===== config.mk =====
export PLATFORM = sky130hd
export DESIGN_NAME = mem_bus_arbiter
export DESIGN_NICKNAME = d
export VERILOG_FILES = /design/src/rtl/risc_v_bus_pkg.sv /design/src/rtl/mem_bus_arbiter.sv
export SDC_FILE = /design/constraint.sdc
export NUM_CORES = 1
export LEC_CHECK = 0
export CAP_MARGIN = 20
export CORE_AREA = 2 2 106 108
export DETAILED_ROUTE_END_ITERATION = 7
export DIE_AREA = 0 0 108 110
export PLACE_DENSITY = 0.67
export SLEW_MARGIN = 25
export SYNTH_ARGS = -nofsm -noshare
export SYNTH_HDL_FRONTEND = slang
export SYNTH_SLANG_ARGS = --single-unit

===== constraint.sdc =====
create_clock -name clk -period 4.6 [get_ports clk]
set_clock_uncertainty 0.15 [all_clocks]
set_input_delay 1.38 -clock clk [delete_from_list [all_inputs] [get_ports clk]]
set_output_delay 1.38 -clock clk [all_outputs]
set_load 0.005 [all_outputs]

===== src/rtl/risc_v_bus_pkg.sv =====
// Shared bus definitions for the open_risc_v memory interface.
package risc_v_bus_pkg;

  localparam int unsigned BUS_ADDR_W = 32;
  localparam int unsigned BUS_DATA_W = 32;

  // Owner of the access whose read data returns this cycle.
  localparam logic [1:0] RSP_NONE = 2'd0;
  localparam logic [1:0] RSP_IF   = 2'd1;
  localparam logic [1:0] RSP_LS   = 2'd2;

endpackage


===== src/rtl/mem_bus_arbiter.sv =====
// Shares one single-port memory between the fetch (IF) and load/store (LS)
// ports. LS normally wins a collision, but a bounded run of LS grants while
// IF waits hands the next slot to IF. Read data has a fixed 1-cycle latency
// and is steered back to whichever port owned the access.
module mem_bus_arbiter
  import risc_v_bus_pkg::*;
#(
  parameter int unsigned ADDR_W     = BUS_ADDR_W,
  parameter int unsigned DATA_W     = BUS_DATA_W,
  parameter int unsigned STARVE_MAX = 4
) (
  input  logic              clk,
  input  logic              rst,
  input  logic              if_req_i,
  input  logic [ADDR_W-1:0] if_addr_i,
  output logic              if_gnt_o,
  output logic              if_rvalid_o,
  output logic [DATA_W-1:0] if_rdata_o,
  input  logic              ls_req_i,
  input  logic              ls_we_i,
  input  logic [DATA_W/8-1:0] ls_be_i,
  input  logic [ADDR_W-1:0] ls_addr_i,
  input  logic [DATA_W-1:0] ls_wdata_i,
  output logic              ls_gnt_o,
  output logic              ls_rvalid_o,
  output logic [DATA_W-1:0] ls_rdata_o,
  output logic              mem_req_o,
  output logic              mem_we_o,
  output logic [DATA_W/8-1:0] mem_be_o,
  output logic [ADDR_W-1:0] mem_addr_o,
  output logic [DATA_W-1:0] mem_wdata_o,
  input  logic [DATA_W-1:0] mem_rdata_i
);

  localparam int unsigned BE_W     = DATA_W / 8;
  localparam int unsigned CNT_RAW  = $clog2(STARVE_MAX + 1);
  localparam int unsigned CNT_W    = (CNT_RAW < 1) ? 1 : CNT_RAW;
  localparam logic [CNT_W-1:0] STARVE_LIM = CNT_W'(STARVE_MAX);

  logic             w_if_gnt;
  logic             w_ls_gnt;
  logic [1:0]       r_rsp;
  logic             r_wr;
  logic [CNT_W-1:0] r_starve_cnt;

  // Per-cycle grant: LS first unless IF has waited through STARVE_MAX LS grants.
  // Gated by rst so every output reads 0 while reset is held.
  always_comb begin
    w_if_gnt = 1'b0;
    w_ls_gnt = 1'b0;
    if (!rst) begin
      if (if_req_i && (!ls_req_i || (r_starve_cnt == STARVE_LIM))) begin
        w_if_gnt = 1'b1;
      end else if (ls_req_i) begin
        w_ls_gnt = 1'b1;
      end
    end
  end

  // Drive the memory port from the granted requester; idle fields are zero.
  always_comb begin
    mem_req_o   = 1'b0;
    mem_we_o    = 1'b0;
    mem_be_o    = '0;
    mem_addr_o  = '0;
    mem_wdata_o = '0;
    if (w_if_gnt) begin
      mem_req_o  = 1'b1;
      mem_be_o   = '1;
      mem_addr_o = if_addr_i;
    end else if (w_ls_gnt) begin
      mem_req_o   = 1'b1;
      mem_we_o    = ls_we_i;
      mem_be_o    = ls_be_i;
      mem_addr_o  = ls_addr_i;
      mem_wdata_o = ls_wdata_i;
    end
  end

  // Remember who owns the access in flight so its data can be routed back.
  always_ff @(posedge clk or posedge rst) begin
    if (rst) begin
      r_rsp <= RSP_NONE;
      r_wr  <= 1'b0;
    end else begin
      if (w_if_gnt) begin
        r_rsp <= RSP_IF;
      end else if (w_ls_gnt) begin
        r_rsp <= RSP_LS;
      end else begin
        r_rsp <= RSP_NONE;
      end
      r_wr <= w_ls_gnt & ls_we_i;
    end
  end

  // Count consecutive LS grants taken while IF is waiting, saturating.
  always_ff @(posedge clk or posedge rst) begin
    if (rst) begin
      r_starve_cnt <= '0;
    end else if (!if_req_i || w_if_gnt) begin
      r_starve_cnt <= '0;
    end else if (w_ls_gnt && (r_starve_cnt != STARVE_LIM)) begin
      r_starve_cnt <= r_starve_cnt + 1'b1;
    end
  end

  assign if_gnt_o    = w_if_gnt;
  assign ls_gnt_o    = w_ls_gnt;
  assign if_rvalid_o = (r_rsp == RSP_IF);
  assign ls_rvalid_o = (r_rsp == RSP_LS);
  assign if_rdata_o  = (r_rsp == RSP_IF) ? mem_rdata_i : '0;
  // Store acks return zero rather than whatever the memory leaves on its bus.
  assign ls_rdata_o  = ((r_rsp == RSP_LS) && !r_wr) ? mem_rdata_i : '0;

  logic [BE_W-1:0] w_unused_be_w;
  assign w_unused_be_w = '0;

endmodule


Word-level counts from Yosys, hierarchy flattened
Cells that the tools add are included.
{"block": "word_totals", "register_bits": 6, "latchBits": 0, "mem_bits_rw": 0, "romBits": 0, "inputBits": 137, "word_cells": 39, "memories": 0}
{"block": "classes", "add_sub_neg": 1, "mul": 0, "div_mod_pow": 0, "n_lt_le_gt_ge": 0, "n_eq_ne": 4, "shift": 0, "mux": 21, "bitwise": 1, "reduce_logical": 9}
{"operator": "$mux 32", "count": 6}
{"operator": "$mux 1", "count": 9}
{"operator": "$mux 4", "count": 2}
{"operator": "$mux 3", "count": 2}
{"operator": "$mux 2", "count": 2}
{"operator": "$add 3x1->3 const B", "count": 1}
{"operator": "$eq 3x3->1 const B", "count": 1}
{"operator": "$logic_and 1x1->1", "count": 3}
{"operator": "$logic_not 1->1", "count": 3}
{"operator": "$ne 3x3->1 const B", "count": 1}
{"operator": "$eq 2x1->1 const B", "count": 1}
{"operator": "$eq 2x2->1 const B", "count": 1}
{"operator": "$logic_or 1x1->1", "count": 2}
{"operator": "$reduce_bool 2->1", "count": 1}
{"operator": "$and 1x1->1", "count": 1}

Depth between registers and ports, before layout
Gate-level depths: netlist of the first run.
{"block": "logic_depth", "depth_word": 8, "mapped_depth": 7}

Least setup slack after synthesis of the first run
No wires, ideal clock.
{"block": "synth_path", "kind": "in2out", "startpoint": "in ls_req_i", "endpoint": "out mem_addr_o[10]", "t_arrival_ps": 2163, "required_time_ps": 3070, "path_slack_ps": 907, "stages": 5, "n_path_buf": 2, "cell_sequence": "a21boi_1 nor3b_2 buf_4 buf_6 a22o_1"}
{"block": "synth_via", "elab_chain_len": 7, "word_cells_on_any_way": 10}
{"item": "start: declaration", "line": "mem_bus_arbiter.sv:19", "text": "input logic ls_req_i,"}
{"item": "$logic_not 1->1", "line": "mem_bus_arbiter.sv:52", "text": "if (if_req_i && (!ls_req_i || (r_starve_cnt == STARVE_LIM))) begin"}
{"item": "$logic_or 1x1->1", "line": "mem_bus_arbiter.sv:52"}
{"item": "$logic_and 1x1->1", "line": "mem_bus_arbiter.sv:52"}
{"item": "$mux 1", "line": "mem_bus_arbiter.sv:52"}
{"item": "$mux 1", "line": "mem_bus_arbiter.sv:51", "text": "if (!rst) begin"}
{"item": "$mux 32", "line": "mem_bus_arbiter.sv:71", "text": "end else if (w_ls_gnt) begin"}
{"item": "$mux 32 *", "line": "mem_bus_arbiter.sv:67", "text": "if (w_if_gnt) begin"}
{"item": "end: declaration", "line": "mem_bus_arbiter.sv:30", "text": "output logic [ADDR_W-1:0] mem_addr_o,"}
Mark *: on every way between the ends. The rest lies on a longest branch, timed or not.

Worst setup path in the final report of the first run
{"block": "layout_path", "startpoint": "in ls_req_i", "endpoint": "out mem_addr_o[9]"}
Same word-level chain as after synthesis.

==> metrics.csv, run 1 <==
stage;metric;value;unit
run_status;run_status;finished, final reports clean;
placement;placed_cell_area;4280;sq um
sta;fin_crit_sh;0.986;
floorplanning;start_util;0.129;
clock_network;numClockSinks;6;
power_and_ir_drop;combPwrFrac;0.691;
placement;dp_hpwl;7.15;mm
sta;relSlewSlack;0.496;
finish;area_growth;224;%
finish;stdcell_area;4480;sq um
floorplanning;num_rows;38;
placement;gp_congestion;0.777;
yosys;synth.distinct_cells;24;
yosys;ys_ff_latch;6;
grt;grtUsageTotal;0.128;
route;wl_per_cell;14.6;microns
clock_network;cts_tree;yes;
setup_path;cp-end-kind;primary output;
yosys;syn_nets;326;
power_and_ir_drop;internal-power;327;uW
power_and_ir_drop;p_switching;111;uW
sta;final-setup-viol-count;0;
sta;slew_viol_final;0;
hold_path;hold_class;register to register;
grt;antenna_found_initial;0;
sta;setup_tns;0;ps
route;vias;2476;
job;maxCapViolations;0;
setup_path;cp_max_fo;14;
finish;fin_util;0.418;
yosys;netlist_instances;187;
clock_network;cts_hold_buf;0;
power_and_ir_drop;power.leakage;2.22;nW
grt;grt_pass1_vias;2370;
clock_network;clk_pin_slew;40;ps
route;dr.pass1.iters;4;
finish;nets;606;
finish;most-common-layout-cells;clkdlybuf4s50_1, and2_1, and3_1, a22o_1, dlygate4sd2_1;
clock_network;cts_made_buffers;3;
sta;finalHoldViolations;0;
placement;port_buffers;274;
floorplanning;die_y;110;microns
grt;grt_overflow_total;0;
power_and_ir_drop;switching_share;0.252;
route;viasPerCell;4.09;
yosys;yosysWarnings;0;
finish;final_common_cell;clkdlybuf4s50_1;
power_and_ir_drop;powerDensity;97.8;nW/um^2
yosys;syn_area;1380;sq um
route;drc;0;
sta;worst_slew_pin_slew;756;ps
grt;grt_pass1_wl;12.1;mm
route;ant_nets;0;
setup_path;cp-start-kind;input port;
clock_network;cts_buffer_depth;2;
setup_path;cp.arrival;3010;ps
route;drt_wl_total;8.83;mm
clock_network;cts_root_buf;clkbuf_8;
floorplanning;die_w;108;microns
finish;drive_above_1_share;0.0667;
yosys;ys_seq_area_frac;0.109;
floorplanning;top_level_ports;275;
power_and_ir_drop;ir_drop;59.8;uV
power_and_ir_drop;seqPwrFrac;0.128;
floorplanning;core_area;10700;sq um
setup_path;worstSetupPathType;input port to primary output;
clock_network;clock_latency;220;ps
route;drt-initial-drc-count;118;
setup_path;cp.required;3070;ps
floorplanning;dieArea;11900;sq um
sta;period_minus_slack;4540;ps
clock_network;h-tree-depth;1;
power_and_ir_drop;pwr-share-clk;0.181;
grt;grt_start_max_net_pins;36;
yosys;syn_avg_cell_area;7.38;sq um
sta;clock.fmax;220;MHz
finish;antenna_cells;0;
## area by class of cell
class	count	area, sq um
Tap cell	140	175
Fill cell	1078	6220
Inverter	3	11.3
Multi-Input combinational cell	157	1100
Clock buffer	3	41.3
Sequential cell	6	150
Timing Repair Buffer	296	3000
## flip-flops by register name, summed over array words and instances (netlist names)
| register | cells |
|---|---|
| r_wr | 1 |
| r_rsp | 2 |
| r_starve_cnt | 3 |
## power groups by stage
stage | Clock [mW] | Sequential (mW) | Combinational, mW
after floorplan | 0 | 0.0562 | 0.0739
after global placement | 0 | 0.0564 | 0.301
after detailed placement | 0 | 0.0565 | 0.305
after CTS | 0.0826 | 0.0558 | 0.307
after global routing | 0.0866 | 0.0560 | 0.325
final | 0.0793 | 0.0558 | 0.303
## per-layer routing
| metal | vias up | part of all wire | track usage |
|---|---|---|---|
| met5 | - | 0 | 0 |
| met4 | 0 | 0.0094 | 0.0284 |
| met3 | 7 | 0.11 | 0.0317 |
| met2 | 161 | 0.54 | 0.256 |
| met1 | 1096 | 0.34 | 0.132 |
| li1 | 1212 | - | - |
## cells in the mapped netlist
| library cell | count | share of area |
|---|---|---|
| a21boi_0 | 2 | 0.011 |
| a21boi_1 | 2 | 0.011 |
| a21o_1 | 4 | 0.022 |
| a22o_1 | 32 | 0.20 |
| and2_1 | 66 | 0.30 |
| and2b_1 | 1 | 0.0054 |
| and3_1 | 34 | 0.15 |
| buf_2 | 1 | 0.0036 |
| buf_4 | 1 | 0.0054 |
| buf_6 | 6 | 0.049 |
| clkbuf_1 | 13 | 0.035 |
| dfrtp_1 | 6 | 0.11 |
| ha_1 | 2 | 0.018 |
| inv_1 | 3 | 0.0082 |
| nand2_1 | 3 | 0.0082 |
| nand3_1 | 2 | 0.0073 |
| nand3_2 | 1 | 0.0073 |
| nand3b_1 | 1 | 0.0054 |
| nor2b_1 | 2 | 0.0091 |
| nor2b_2 | 1 | 0.0063 |
| nor3b_1 | 1 | 0.0054 |
| nor3b_2 | 1 | 0.0091 |
| o21ai_0 | 1 | 0.0036 |
| or2_1 | 1 | 0.0045 |
## cell families (layout without fill, tap and decap cells)
kind of cell / after synthesis / after routing / share of synthesized area
and+or+nand+nor: 114 / 114 / 0.521
AOI/OAI and AO/OA: 41 / 41 / 0.250
buffers and inverters: 24 / 302 / 0.102
DFF: 6 / 6 / 0.109
adders and majority gates: 2 / 2 / 0.0181
## per-stage QoR
step	instances	total power [mW]	worst slack, ps	hold slack, ps
4_1_cts	600	0.446	0.654	408
3_5_place_dp	590	0.362	-214	402
3_3_place_gp	590	0.358	-192	400
2_1_floorplan	187	0.130	907	379
6_report	605	0.438	63.8	410
5_1_grt	605	0.468	-1.42	434
## final timing paths
check | from | endpoint | slack [ps] | cells after the start
setup / recovery | ls_req_i | mem_addr_o[9] | 60 | 10
hold / removal | r_starve_cnt[0] | r_starve_cnt[0] | 410 | 2
setup reg to reg | r_starve_cnt[0] | r_rsp[0] | 2740 | 9
hold reg to reg | r_starve_cnt[0] | r_starve_cnt[0] | 410 | 2
max in group asynchronous | rst | r_rsp[1] | 2780 | 3
min in group asynchronous | rst | r_starve_cnt[1] | 1320 | 3
## timing repair
action | 4_1_cts | 5_1_grt
endpoints found under the setup margin | 44 | 20
setup buffers | 6 | 6
pin swaps | 1 | 0
resized for setup | 29 | 24
gates cloned | 1 | 0
## worst max-delay path: stages
cell	delay (ps)
dlygate4sd2_1	250
a21boi_2	150
buf_4	140
nor3b_4	190
buf_4	150
buf_12	130
buf_4	120
buf_4	100
a22o_1	130
dlygate4sd2_1	250
Note: power is estimated with default switching activity, not from simulation.
==> inputs of run 2 (changes only) <==
--- a/config.mk
+++ b/config.mk
@@ -10,7 +10,6 @@
 export DETAILED_ROUTE_END_ITERATION = 7
 export DIE_AREA = 0 0 108 110
 export PLACE_DENSITY = 0.67
-export SLEW_MARGIN = 25
 export SYNTH_ARGS = -nofsm -noshare
 export SYNTH_HDL_FRONTEND = slang
 export SYNTH_SLANG_ARGS = --single-unit
==> results of run 2 <==
No change in the layout: final DEF, timing and power equal those of run 1.
==> inputs of run 3 (changes only) <==
--- a/config.mk
+++ b/config.mk
@@ -9,7 +9,7 @@
 export CORE_AREA = 2 2 106 108
 export DETAILED_ROUTE_END_ITERATION = 7
 export DIE_AREA = 0 0 108 110
-export PLACE_DENSITY = 0.67
+export PLACE_DENSITY = 0.55
 export SYNTH_ARGS = -nofsm -noshare
 export SYNTH_HDL_FRONTEND = slang
 export SYNTH_SLANG_ARGS = --single-unit
==> constraint.sdc (replaced) <==
create_clock -name clk -period 4.6 [get_ports clk]
set_clock_uncertainty 0.15 [all_clocks]
set_input_delay 1.38 -clock clk [delete_from_list [all_inputs] [get_ports clk]]
set_output_delay 1.38 -clock clk [all_outputs]
set_load 0.1 [all_outputs]
==> run 3 against run 2 <==
  * Critical path depth down 4
  * Sequential share of layout area down 0.70 points
  * Utilization up 11 points
  * Cell count down 2.3%
  * Clock-buffer cell count unchanged
  * Die area unchanged
  * Non-clock buffer count down 14
  * First-iteration DRC count down 11%
  * Register-to-register slack better by 250 ps
  * Largest cell class unchanged
  * Largest power group unchanged
==> metrics.csv, run 3 (synthesized netlist as in run 1, its figures left out) <==
stage;metric;value;unit;change
setup_path;cp-start-kind;input port;;
sta;worst_slew_pin_slew;1010;ps;+252 ps
placement;placed_cell_area;5610;sq um;+31%
route;drt-initial-drc-count;105;;-11%
clock_network;postCtsSetupRepairBufs;0;;-6
finish;n_fill_cell;962;;-11%
run_status;run_status;finished, final reports clean;;
finish;fin_util;0.529;;+0.110
grt;grt_pass1_vias;2444;;+3.1%
setup_path;cp_max_fo;21;;+7
grt;grt_util_met2;0.274;;+0.0184
grt;busiest_layer;met2;;
finish;largest_register_ffs;3;;unchanged
setup_path;rr_worst_depth;5;;-4
clock_network;cts_hold_buf;0;;unchanged
sta;rsz0062_at_grt;false;;
hold_path;hold_class;register to register;;
setup_path;cp.arrival;2990;ps;-20 ps
grt;antenna_found_initial;0;;unchanged
finish;most-common-layout-cells;clkdlybuf4s50_1, buf_12, and2_1, and3_1, a22o_1;;
setup_path;cp.required;3070;ps;about the same
clock_network;numClockSinks;6;;unchanged
clock_network;cts_resized;0;;-100%
setup_path;slowest_delay;490;ps;+240 ps
clock_network;cts_buffer_depth;2;;unchanged
floorplanning;num_rows;38;;unchanged
setup_path;cp-end-kind;primary output;;
clock_network;clock_latency;220;ps;about the same
grt;grt_start_max_net_pins;42;;+17%
route;dr.pass1.iters;4;;unchanged
finish;multi_input_area;1100;sq um;unchanged
route;drt_wl_total;9.47;mm;+7.3%
clock_network;cts_made_buffers;3;;unchanged
power_and_ir_drop;powerDensity;166;nW/um^2;+69%
power_and_ir_drop;power.leakage;2.44;nW;+10%
setup_path;reg2reg_to;r_rsp[0];;
finish;area_growth;310;%;
sta;fin_crit_sh;0.982;;-0.00458
setup_path;regToRegStartpoint;r_starve_cnt[0];;
finish;regArea;150;sq um;unchanged
job;maxCapViolations;0;;unchanged
clock_network;cts_tree;yes;;
finish;antenna_cells;0;;unchanged
sta;setup_tns;0;ps;unchanged
finish;regMostFlops;r_starve_cnt;;
sta;slew_viol_final;0;;unchanged
finish;stdcell_area;5650;sq um;+26%
route;vias;2448;;-1.1%
sta;clock.fmax;221;MHz;+0.47%
clock_network;clk_pin_slew;30;ps;about the same
setup_path;worstSetupPathType;input port to primary output;;
floorplanning;dieArea;11900;sq um;unchanged
route;drc;0;;unchanged
sta;fin_hold_ws;424;ps;+14.2 ps
placement;port_buffers;274;;unchanged
floorplanning;core_area;10700;sq um;unchanged
sta;finalHoldViolations;0;;unchanged
grt;grt_pass1_wl;13.4;mm;+11%
finish;instances_no_fill;591;;-2.3%
floorplanning;die_w;108;microns;unchanged
route;wl_per_cell;16.0;microns;+9.8%
placement;gp_congestion;0.780;;+0.37%
setup_path;r2r_slack;2990;ps;+250 ps
setup_path;critPathBufInv;3;;-4
floorplanning;top_level_ports;275;;unchanged
setup_path;slowest_stage;clkdlybuf4s50_1;;
finish;largest_registers;r_starve_cnt (3), r_rsp (2), r_wr (1);;
clock_network;cts_root_buf;clkbuf_8;;
route;ant_nets;0;;unchanged
placement;dp_hpwl;8.40;mm;+17%
grt;use_met1;0.146;;+0.0136
sta;final-setup-viol-count;0;;unchanged
hold_path;min_to;r_starve_cnt[0];;
setup_path;cp_cell_sequence;clkdlybuf4s50_1 > a21boi_1 > nor3b_4 > buf_4 > a22o_1 > buf_12;;
floorplanning;start_util;0.129;;unchanged
placement;place_inst;588;;-0.34%
hold_path;min_from;r_starve_cnt[0];;
clock_network;h-tree-depth;1;;unchanged
route;viasPerCell;4.14;;+1.2%
setup_path;cp_top_family;buffers and inverters;;
grt;grt_overflow_total;0;;unchanged
finish;nets;592;;-2.3%
power_and_ir_drop;ir_drop;84.9;uV;+42%
grt;grtUsageTotal;0.143;;+0.0154
sta;relSlewSlack;0.326;;-0.170
sta;period_minus_slack;4520;ps;-21.1 ps
floorplanning;die_y;110;microns;unchanged
hold_path;hold_depth;2;;unchanged
grt;grt_util_met3;0.0588;;+0.0270
finish;drive_above_1_share;0.346;;+0.279
-- run 3: cell count changes in the layout (fill, tap and decap cells not counted), sizes merged --
cell / delta
dlygate4sd2: -21
clkdlybuf4s50: -96
dlymetal6s2s: -19
clkbuf: -1
buf: +123
-- run 3: power by group --
part / switching, mW / total, mW / internal [mW]
Sequential: 0.000996 / 0.0559 / 0.0549
Combinational: 0.479 / 0.803 / 0.324
Clock: 0.0206 / 0.0766 / 0.0560
Total: 0.501 / 0.936 / 0.435
-- run 3: per-stage QoR --
stage | setup WS (ps) | power (mW)
global placement | 109 | 0.859
floorplan | 44.1 | 0.496
detailed placement | 102 | 0.864
CTS | 95.4 | 0.943
global route | 39.9 | 0.967
finish | 84.9 | 0.936
-- run 3: metal layers --
metal,share of wire,vias up
met5,0,-
met4,0.0087,0
met3,0.14,7
met2,0.52,174
met1,0.33,1083
li1,-,1184
-- run 3: how the worst max path moves through the flow --
stage                  start        endpoint  slack, ps  cells after the start
floorplan           r_rsp[0]  ls_rdata_o[10]         40                      4
global placement    ls_req_i     mem_be_o[3]        110                      7
detailed placement  ls_req_i     mem_be_o[3]        100                      7
CTS                 ls_req_i     mem_be_o[3]        100                      7
global route        ls_req_i     mem_be_o[3]         40                      7
finish              ls_req_i  mem_addr_o[19]         80                      6
-- run 3: layout make-up --
class	instances	area share
timing repair buffer	282	0.738
multi-input combinational	157	0.195
tap	140	0.0310
sequential	6	0.0266
clock buffer	3	0.00730
inverter	3	0.00199
-- run 3: worst reg2reg max path, cell delays in order, from the launching register on --
cell and delay, ps:
dfrtp_1 390, inv_1 90, ha_1 230, a21boi_1 140, nor3b_4 210, buf_4 280
